==> config.mk <==
export PLATFORM = sky130hd
export DESIGN_NAME = booth_mult_pipe
export DESIGN_NICKNAME = d
export VERILOG_FILES = /design/src/rtl/booth_mult_pipe.sv
export SDC_FILE = /design/constraint.sdc
export NUM_CORES = 1
export LEC_CHECK = 0
export BUFFER_PORTS_ARGS = -buffer_cell sky130_fd_sc_hd__buf_2
export CAP_MARGIN = 25
export CORE_MARGIN = 8
export CORE_UTILIZATION = 60
export CTS_CLUSTER_SIZE = 14
export DETAILED_ROUTE_END_ITERATION = 8
export PLACE_DENSITY = 0.87
export SYNTH_ARGS = -nofsm -noshare
export SYNTH_HDL_FRONTEND = slang
export SYNTH_SLANG_ARGS = --single-unit
export TNS_END_PERCENT = 30
==> constraint.sdc <==
create_clock -name clk -period 8.2 [get_ports clk]
set_input_delay 0.41 -clock clk [delete_from_list [all_inputs] [get_ports clk]]
set_output_delay 0.41 -clock clk [all_outputs]
set_load 0.05 [all_outputs]
==> src/rtl/booth_mult_pipe.sv <==
// Pipelined radix-4 Booth multiplier, 4 register stages, valid/ready with full backpressure.
// Optional MAC_ACC_EN adds an accEn input and a running accumulator folded into the final add.
module booth_mult_pipe #(
    parameter int WIDTH = 16,
    parameter int TAG_W = 4
) (
    input  logic                 clk,
    input  logic                 resetN,
    input  logic                 inValid,
    output logic                 inReady,
    input  logic                 signedFlag,
    input  logic [WIDTH-1:0]     multiplicand,
    input  logic [WIDTH-1:0]     multiplier,
    input  logic [TAG_W-1:0]     inTag,
`ifdef MAC_ACC_EN
    input  logic                 accEn,
`endif
    output logic                 outValid,
    input  logic                 outReady,
    output logic [2*WIDTH-1:0]   out,
    output logic [TAG_W-1:0]     outTag
);

    localparam int PW  = 2 * WIDTH;
    localparam int NPP = WIDTH / 2 + 1;
    localparam int N0  = NPP + 1;
    localparam int N1  = 2 * (N0 / 4) + (N0 % 4);
    localparam int N2  = 2 * (N1 / 4) + (N1 % 4);
    localparam logic [PW-1:0] ONE = 1;

    function automatic logic signed [WIDTH+1:0] booth_pp(input logic [2:0] grp,
                                                        input logic signed [WIDTH:0] a);
        logic signed [WIDTH+1:0] a1;
        a1 = {a[WIDTH], a};
        case (grp)
            3'b001, 3'b010: booth_pp = a1;
            3'b011:         booth_pp = a1 <<< 1;
            3'b100:         booth_pp = -(a1 <<< 1);
            3'b101, 3'b110: booth_pp = -a1;
            default:        booth_pp = '0;
        endcase
    endfunction

    // Returns {carry, sum}; the carry row is already shifted into place.
    function automatic logic [2*PW-1:0] csa(input logic [PW-1:0] x,
                                            input logic [PW-1:0] y,
                                            input logic [PW-1:0] z);
        logic [PW-1:0] s;
        logic [PW-1:0] c;
        s = x ^ y ^ z;
        c = ((x & y) | (x & z) | (y & z)) << 1;
        csa = {c, s};
    endfunction

    logic                   rdy0, rdy1, rdy2, rdy3;
    logic                   ld0, ld1, ld2, ld3;
    logic                   vld_p0_q, vld_p1_q, vld_p2_q, vld_p3_q;
    logic                   ext_b;
    logic [WIDTH+2:0]       bx;
    logic signed [WIDTH:0]  ax;
    logic [PW-1:0]          row_p0_d [N1];
    logic [PW-1:0]          row_p0_q [N1];
    logic [PW-1:0]          row_p1_d [N2];
    logic [PW-1:0]          row_p1_q [N2];
    logic [PW-1:0]          sum_p2_d, carry_p2_d, sum_p2_q, carry_p2_q;
    logic [PW-1:0]          prod_d, out_q;
    logic [TAG_W-1:0]       tag_p0_q, tag_p1_q, tag_p2_q, tag_p3_q;
`ifdef MAC_ACC_EN
    logic                   acc_en_p0_q, acc_en_p1_q, acc_en_p2_q;
    logic [PW-1:0]          acc_q;
`endif

    // A stage may load when it is empty or its occupant leaves this cycle.
    assign rdy3 = !vld_p3_q || outReady;
    assign rdy2 = !vld_p2_q || rdy3;
    assign rdy1 = !vld_p1_q || rdy2;
    assign rdy0 = !vld_p0_q || rdy1;
    assign ld0  = rdy0 && inValid;
    assign ld1  = rdy1 && vld_p0_q;
    assign ld2  = rdy2 && vld_p1_q;
    assign ld3  = rdy3 && vld_p2_q;

    assign inReady  = rdy0;
    assign outValid = vld_p3_q;
    assign out      = out_q;
    assign outTag   = tag_p3_q;

    assign ext_b = signedFlag & multiplier[WIDTH-1];
    assign bx    = {ext_b, ext_b, multiplier, 1'b0};
    assign ax    = {signedFlag & multiplicand[WIDTH-1], multiplicand};

    // ---- S0: Booth partial products, sign-compressed rows, first 4:2 level
    always_comb begin : s0_comb
        logic [PW-1:0]           rows0 [N0];
        logic [PW-1:0]           cst, s_a, c_a, s_b, c_b;
        logic signed [WIDTH+1:0] pp;
        cst = '0; s_a = '0; c_a = '0; s_b = '0; c_b = '0; pp = '0;
        for (int i = 0; i < N0; i++) rows0[i] = '0;
        for (int i = 0; i < N1; i++) row_p0_d[i] = '0;
        for (int i = 0; i < NPP; i++) begin
            pp       = booth_pp(bx[2*i +: 3], ax);
            rows0[i] = PW'({~pp[WIDTH+1], pp[WIDTH:0]}) << (2 * i);
            if (WIDTH + 1 + 2 * i < PW) cst = cst - (ONE << (WIDTH + 1 + 2 * i));
        end
        rows0[NPP] = cst;
        for (int g = 0; g < N0 / 4; g++) begin
            {c_a, s_a} = csa(rows0[4*g], rows0[4*g+1], rows0[4*g+2]);
            {c_b, s_b} = csa(s_a, c_a, rows0[4*g+3]);
            row_p0_d[2*g]   = s_b;
            row_p0_d[2*g+1] = c_b;
        end
        for (int k = 0; k < N0 % 4; k++) row_p0_d[2*(N0/4)+k] = rows0[4*(N0/4)+k];
    end

    // ---- S1: second 4:2 level
    always_comb begin : s1_comb
        logic [PW-1:0] s_a, c_a, s_b, c_b;
        s_a = '0; c_a = '0; s_b = '0; c_b = '0;
        for (int i = 0; i < N2; i++) row_p1_d[i] = '0;
        for (int g = 0; g < N1 / 4; g++) begin
            {c_a, s_a} = csa(row_p0_q[4*g], row_p0_q[4*g+1], row_p0_q[4*g+2]);
            {c_b, s_b} = csa(s_a, c_a, row_p0_q[4*g+3]);
            row_p1_d[2*g]   = s_b;
            row_p1_d[2*g+1] = c_b;
        end
        for (int k = 0; k < N1 % 4; k++) row_p1_d[2*(N1/4)+k] = row_p0_q[4*(N1/4)+k];
    end

    // ---- S2: remaining rows folded down to one sum and one carry row
    always_comb begin : s2_comb
        logic [PW-1:0] s, c;
        s = row_p1_q[0];
        c = row_p1_q[1];
        for (int k = 2; k < N2; k++) {c, s} = csa(s, c, row_p1_q[k]);
        sum_p2_d   = s;
        carry_p2_d = c;
    end

    // ---- S3: final carry-propagate add; the accumulator joins as a third row
    always_comb begin : s3_comb
`ifdef MAC_ACC_EN
        logic [PW-1:0] acc_row, s, c;
        acc_row = acc_en_p2_q ? acc_q : '0;
        {c, s}  = csa(sum_p2_q, carry_p2_q, acc_row);
        prod_d  = s + c;
`else
        prod_d  = sum_p2_q + carry_p2_q;
`endif
    end

    always_ff @(posedge clk) begin
        if (!resetN) begin
            vld_p0_q <= 1'b0;
            vld_p1_q <= 1'b0;
            vld_p2_q <= 1'b0;
            vld_p3_q <= 1'b0;
            out_q    <= '0;
            tag_p3_q <= '0;
`ifdef MAC_ACC_EN
            acc_q    <= '0;
`endif
        end else begin
            if (rdy0) vld_p0_q <= inValid;
            if (rdy1) vld_p1_q <= vld_p0_q;
            if (rdy2) vld_p2_q <= vld_p1_q;
            if (rdy3) vld_p3_q <= vld_p2_q;
            if (ld3) begin
                out_q    <= prod_d;
                tag_p3_q <= tag_p2_q;
`ifdef MAC_ACC_EN
                acc_q    <= prod_d;
`endif
            end
        end
    end

    always_ff @(posedge clk) begin
        if (ld0) begin
            row_p0_q <= row_p0_d;
            tag_p0_q <= inTag;
`ifdef MAC_ACC_EN
            acc_en_p0_q <= accEn;
`endif
        end
        if (ld1) begin
            row_p1_q <= row_p1_d;
            tag_p1_q <= tag_p0_q;
`ifdef MAC_ACC_EN
            acc_en_p1_q <= acc_en_p0_q;
`endif
        end
        if (ld2) begin
            sum_p2_q   <= sum_p2_d;
            carry_p2_q <= carry_p2_d;
            tag_p2_q   <= tag_p1_q;
`ifdef MAC_ACC_EN
            acc_en_p2_q <= acc_en_p1_q;
`endif
        end
    end

endmodule
**Word-level counts from Yosys, hierarchy flattened**

Cells that the tools add are included.

- Register bits after elaboration: 321
- Bits in latches: 0
- RAM bits: 0
- Bits in read-only memories: 0
- Input port bits: 41
- Output and inout bits: 38
- Word-level logic and storage cells: 174
- Memories kept: 0

- Add/sub/neg operators: 3
- Multipliers: 0
- Div/mod/pow operators: 0
- Magnitude comparators: 0
- Eq/ne operators: 51
- Shift operators: 0
- Muxes and demuxes: 9
- Bitwise logic cells: 64
- Reduce and logical (&&, ||, !) cells: 28

Operators with widths:

| operator | number |
|---|---|
| 18-bit case mux with 4 select lines | 7 |
| 31-bit OR | 10 |
| 31-bit bitwise AND | 8 |
| 32-bit XOR | 5 |
| 3-bit equality test (second input constant) | 24 |
| 16-bit case mux with 4 select lines | 1 |
| 30-bit by 31-bit bitwise AND with 31-bit output | 2 |
| 18-bit case mux with 3 select lines | 1 |
| 3-bit by 2-bit equality test with 1-bit output (second input constant) | 16 |
| 32-bit adder | 1 |
| 2-bit OR reduction | 16 |
| 25-bit by 32-bit XOR with 32-bit output | 1 |
| 31-bit by 32-bit XOR with 32-bit output | 1 |
| 24-bit by 31-bit bitwise AND with 31-bit output | 1 |
| 25-bit by 31-bit bitwise AND with 31-bit output | 1 |
| 30-bit by 31-bit XOR with 31-bit output | 1 |
| 26-bit by 30-bit bitwise AND with 30-bit output | 1 |
| 28-bit by 30-bit bitwise AND with 30-bit output | 1 |
| 28-bit by 30-bit OR with 30-bit output | 1 |
| 30-bit OR | 1 |
| 28-bit by 30-bit XOR with 30-bit output | 1 |
| 26-bit by 28-bit bitwise AND with 28-bit output | 1 |
| 26-bit by 28-bit XOR with 28-bit output | 1 |
| 24-bit by 25-bit bitwise AND with 25-bit output | 1 |
| other kinds (26) | 51 |

**Logic depth before layout (Yosys ltp)**

- Depth in word-level cells: 10
- Gate-level depth with buffers: 16

**Least setup slack after synthesis**

Ideal clock, no wire load.

- Path type: reg2reg
- Start: register vld_p3_q, in the netlist outValid
- End: register row_p1_q[100] (netlist name), enable pin
- Library setup time: 0.633 ns
- Arrival: 6.605 ns
- Data required time: 7.567 ns
- Path slack: 0.962 ns
- Cell stages (with the launch flop): 4
- Cell sequence: dfxtp_1 nor2b_1 and2_0 a21boi_0

- Cells in the longest elaborated chain, start to end: 5

RTL lines:

| element | line | text |
|---|---|---|
| start: declaration | 57 | `logic vld_p0_q, vld_p1_q, vld_p2_q, vld_p3_q;` |
| start signal: assignment | 166 | `if (rdy3) vld_p3_q <= vld_p2_q;` |
| 1-bit logical NOT | 74 | `assign rdy3 = !vld_p3_q \|\| outReady;` |
| 1-bit logical OR | 74 |  |
| 1-bit logical OR | 75 | `assign rdy2 = !vld_p2_q \|\| rdy3;` |
| 1-bit logical OR | 76 | `assign rdy1 = !vld_p1_q \|\| rdy2;` |
| 1-bit logical AND | 79 | `assign ld1 = rdy1 && vld_p0_q;` |
| named net ld1 | 56 | `logic ld0, ld1, ld2, ld3;` |
| end signal: assignment | 186 | `row_p1_q <= row_p1_d;` |
| end: declaration | 64 | `logic [PW-1:0] row_p1_q [N2];` |

The timed path passes the listed nets, and every way through them passes these cells.
A chain may end at the register's enable or synchronous reset.

==> load_flow_metrics.sql <==
INSERT INTO impl_metrics (metric_group, metric, value, unit) VALUES
('min_path', 'holdCritStartpoint', 'inTag[3]', ''),
('sta', 'setup_viol', '0', ''),
('setup_path', 'ff2ff_setup_slack', '5.06', 'ns'),
('detailed_routing', 'initial_drt_markers', '2078', ''),
('clock_tree', 'cts_resized', '0', ''),
('clock_tree', 'post_cts_hold_buffer_count', '0', ''),
('placed_design', 'place.port_buffers', '78', ''),
('setup_path', 'cp_num_cells', '12', ''),
('clock_tree', 'cts_num_sinks', '284', ''),
('synth', 'async_reset_ff_share', '0', '%'),
('synth', 'synth.most_common_cell', 'edfxtp_1', ''),
('synth', 'synth_top_family_by_area', 'compound AO/OA/AOI/OAI gates', ''),
('status', 'run_status', 'finished clean', ''),
('synth', 'synth.distinct_cells', '63', ''),
('grt', 'grt_antenna_before_repair', '1', ''),
('pwr', 'pwr-share-seq', '44.6', '%'),
('floorplanning', 'die_outline_area', '0.03841', 'mm2'),
('pwr', 'power.switching_fraction', '32.07', '%'),
('setup_path', 'r2r_start', 'outValid', ''),
('synth', 'synth-compound-area-share', '18.97', '%'),
('clock_tree', 'cts_tree', 'yes', ''),
('setup_path', 'crit_required', '8.49', 'ns'),
('sta', 'max_clock_freq', '0.1868', 'GHz'),
('min_path', 'hold_depth', '1', ''),
('floorplanning', 'die_height', '196.0', 'um'),
('setup_path', 'cp_top_family', 'simple AND/OR/NAND/NOR gates', ''),
('min_path', 'hold_path.class', 'input port to flop', ''),
('grt', 'grt_first_pass_wirelength', '90180', 'um'),
('job', 'drv.max_cap_violation_count', '0', ''),
('setup_path', 'path_max_fanout', '13', ''),
('cells_and_area', 'design.final.nets', '2165', ''),
('cells_and_area', 'fraction_of_layout_cells_with_a_size_suffix_above_1', '8.359', '%'),
('setup_path', 'critical_path.reg2reg.endpoint', 'row_p0_q[88]', ''),
('synth', 'synth_fa_ha_area_share', '16.43', '%'),
('synth', 'postSynthNetCount', '2193', ''),
('floorplanning', 'chip_width', '196.0', 'um'),
('floorplanning', 'initial_core_util', '60.35', '%'),
('cells_and_area', 'design_area', '0.02081', 'mm2'),
('setup_path', 'critPathMaxStageDelay', '0.85', 'ns'),
('synth', 'syn_warnings', '0', ''),
('pwr', 'power_per_cell_area', '213.7', 'mW/mm2'),
('detailed_routing', 'wire_per_inst', '25.10', 'um'),
('synth', 'synth_flop_cell', 'edfxtp_1', ''),
('detailed_routing', 'avgViaCountPerCell', '6.576', ''),
('detailed_routing', 'dr_total_vias', '15510', ''),
('setup_path', 'data_arrival_time_of_the_critical_path', '5.64', 'ns'),
('floorplanning', 'pin_count', '79', ''),
('synth', 'yosys-top-cells-area', 'edfxtp_1, fa_1, ha_1', ''),
('synth', 'synth_commonest_cells', 'edfxtp_1, nand2_1, inv_1', ''),
('floorplanning', 'core_area', '0.03221', 'mm2'),
('placed_design', 'post_dp_cell_area', '0.01996', 'mm2'),
('pwr', 'power.static_leakage', '8.304', 'nW'),
('synth', 'synthesis.instances', '1958', ''),
('synth', 'area_share_of_and_or_nand_nor_cells_after_synthesis', '10.31', '%'),
('placed_design', 'place_congestion', '0.9747', ''),
('synth', 'post_synth_instance_area', '0.01943', 'mm2'),
('floorplanning', 'std_cell_rows', '66', ''),
('detailed_routing', 'drc_errors', '0', ''),
('grt', 'grt_max_degree', '79', ''),
('cells_and_area', 'flow.area_growth_from_synthesis', '7.063', '%'),
('sta', 'worst-slew-pin-transition', '1.149', 'ns'),
('sta', 'unrepaired_setup_endpoints_after_global_routing', 'false', ''),
('synth', 'synth_seq_area_share', '41.82', '%'),
('pwr', 'power.net_switching', '1.426', 'mW'),
('pwr', 'internal_power', '3.020', 'mW'),
('clock_tree', 'post_cts_buffers', '0', ''),
('synth', 'synth_top_area_cell', 'edfxtp_1', ''),
('synth', 'multiplexer_share_of_the_synthesized_area', '2.285', '%'),
('synth', 'synthDominantCellAreaShare', '37.70', '%'),
('clock_tree', 'insertion_delay', '0.54', 'ns'),
('synth', 'synth_enable_flop_cells', '244', '');
[sequential cells by signal (all words and copies together), names as in the netlist]
signal and count:
outValid 1, carry_p2_q 24, tag_p2_q 4, vld_p2_q 1, outTag 4, out 32
row_p0_q 102, tag_p0_q 4, sum_p2_q 32, tag_p1_q 4, row_p1_q 74, vld_p1_q 1
vld_p0_q 1
[final cells by class]
type / count / area [um2]
Multi-Input combinational cell: 1354 / 10140
Timing Repair Buffer: 107 / 615.6
Antenna cell: 1 / 2.502
Clock inverter: 11 / 88.84
Clock buffer: 38 / 737.0
Fill cell: 2455 / 11400
Sequential cell: 284 / 8128
Tap cell: 408 / 510.5
Inverter: 156 / 585.6
[routing by layer]
layer | wire length, um | part of all wire, % | track usage (%)
met1 | 22340 | 38 | 38.36
met2 | 28210 | 48 | 51.35
met3 | 6141 | 10 | 5.517
met4 | 2521 | 4.3 | 11.68
met5 | 0 | 0 | 0
[cells in the final DEF (no fill, tap or decap), drive strengths merged, types with 44 or more instances in the layout]
master	instances
inv	154
buf	107
xnor2	47
o21ai	155
fa	102
a221oi	44
nor2	101
nand2	234
ha	92
edfxtp	244
a21oi	129
[logic make-up (layout without fill, tap and decap cells)]
family / Yosys count / count (layout)
other cells: 0 / 1
buf+inv: 320 / 312
flops: 284 / 284
mux: 43 / 43
fa+ha+maj: 194 / 194
simple gates: 455 / 455
xor+xnor: 88 / 88
compound gates: 574 / 574
[power by group through the flow]
| stage | registers [mW] | clock network [mW] | logic (mW) |
|---|---|---|---|
| 2_1_floorplan | 1.99 | 0 | 0.810 |
| 4_1_cts | 1.98 | 1.19 | 1.28 |
| 3_3_place_gp | 2.00 | 0 | 1.15 |
| 5_1_grt | 2.00 | 1.24 | 1.43 |
| 3_5_place_dp | 2.01 | 0 | 1.26 |
| 6_report | 1.98 | 1.17 | 1.29 |
[worst max-delay path by stage]
stage,startpoint,end,slack [ns]
6_report,multiplicand[1],row_p0_q[177],2.85
5_1_grt,multiplicand[1],row_p0_q[177],2.58
4_1_cts,multiplicand[1],row_p0_q[177],3.03
3_5_place_dp,multiplicand[1],row_p0_q[177],2.48
3_3_place_gp,multiplicand[1],row_p0_q[177],2.67
2_1_floorplan,outValid,row_p1_q[100],0.96
[stage by stage]
step                std cells  hold slack (ns)  power (mW)  utilization, %  worst slack (ns)
floorplan                1958           0.4003       2.801               -            0.9619
global placement         2307           0.4009       3.146           61.97             2.674
detailed placement       2307           0.4045       3.267           61.97             2.485
CTS                      2356          0.04182       4.460           64.53             3.034
global route             2358          0.04071       4.674           64.60             2.579
finish                   2359          0.06303       4.446           64.61             2.848
Power figures use the tool's default switching activity.
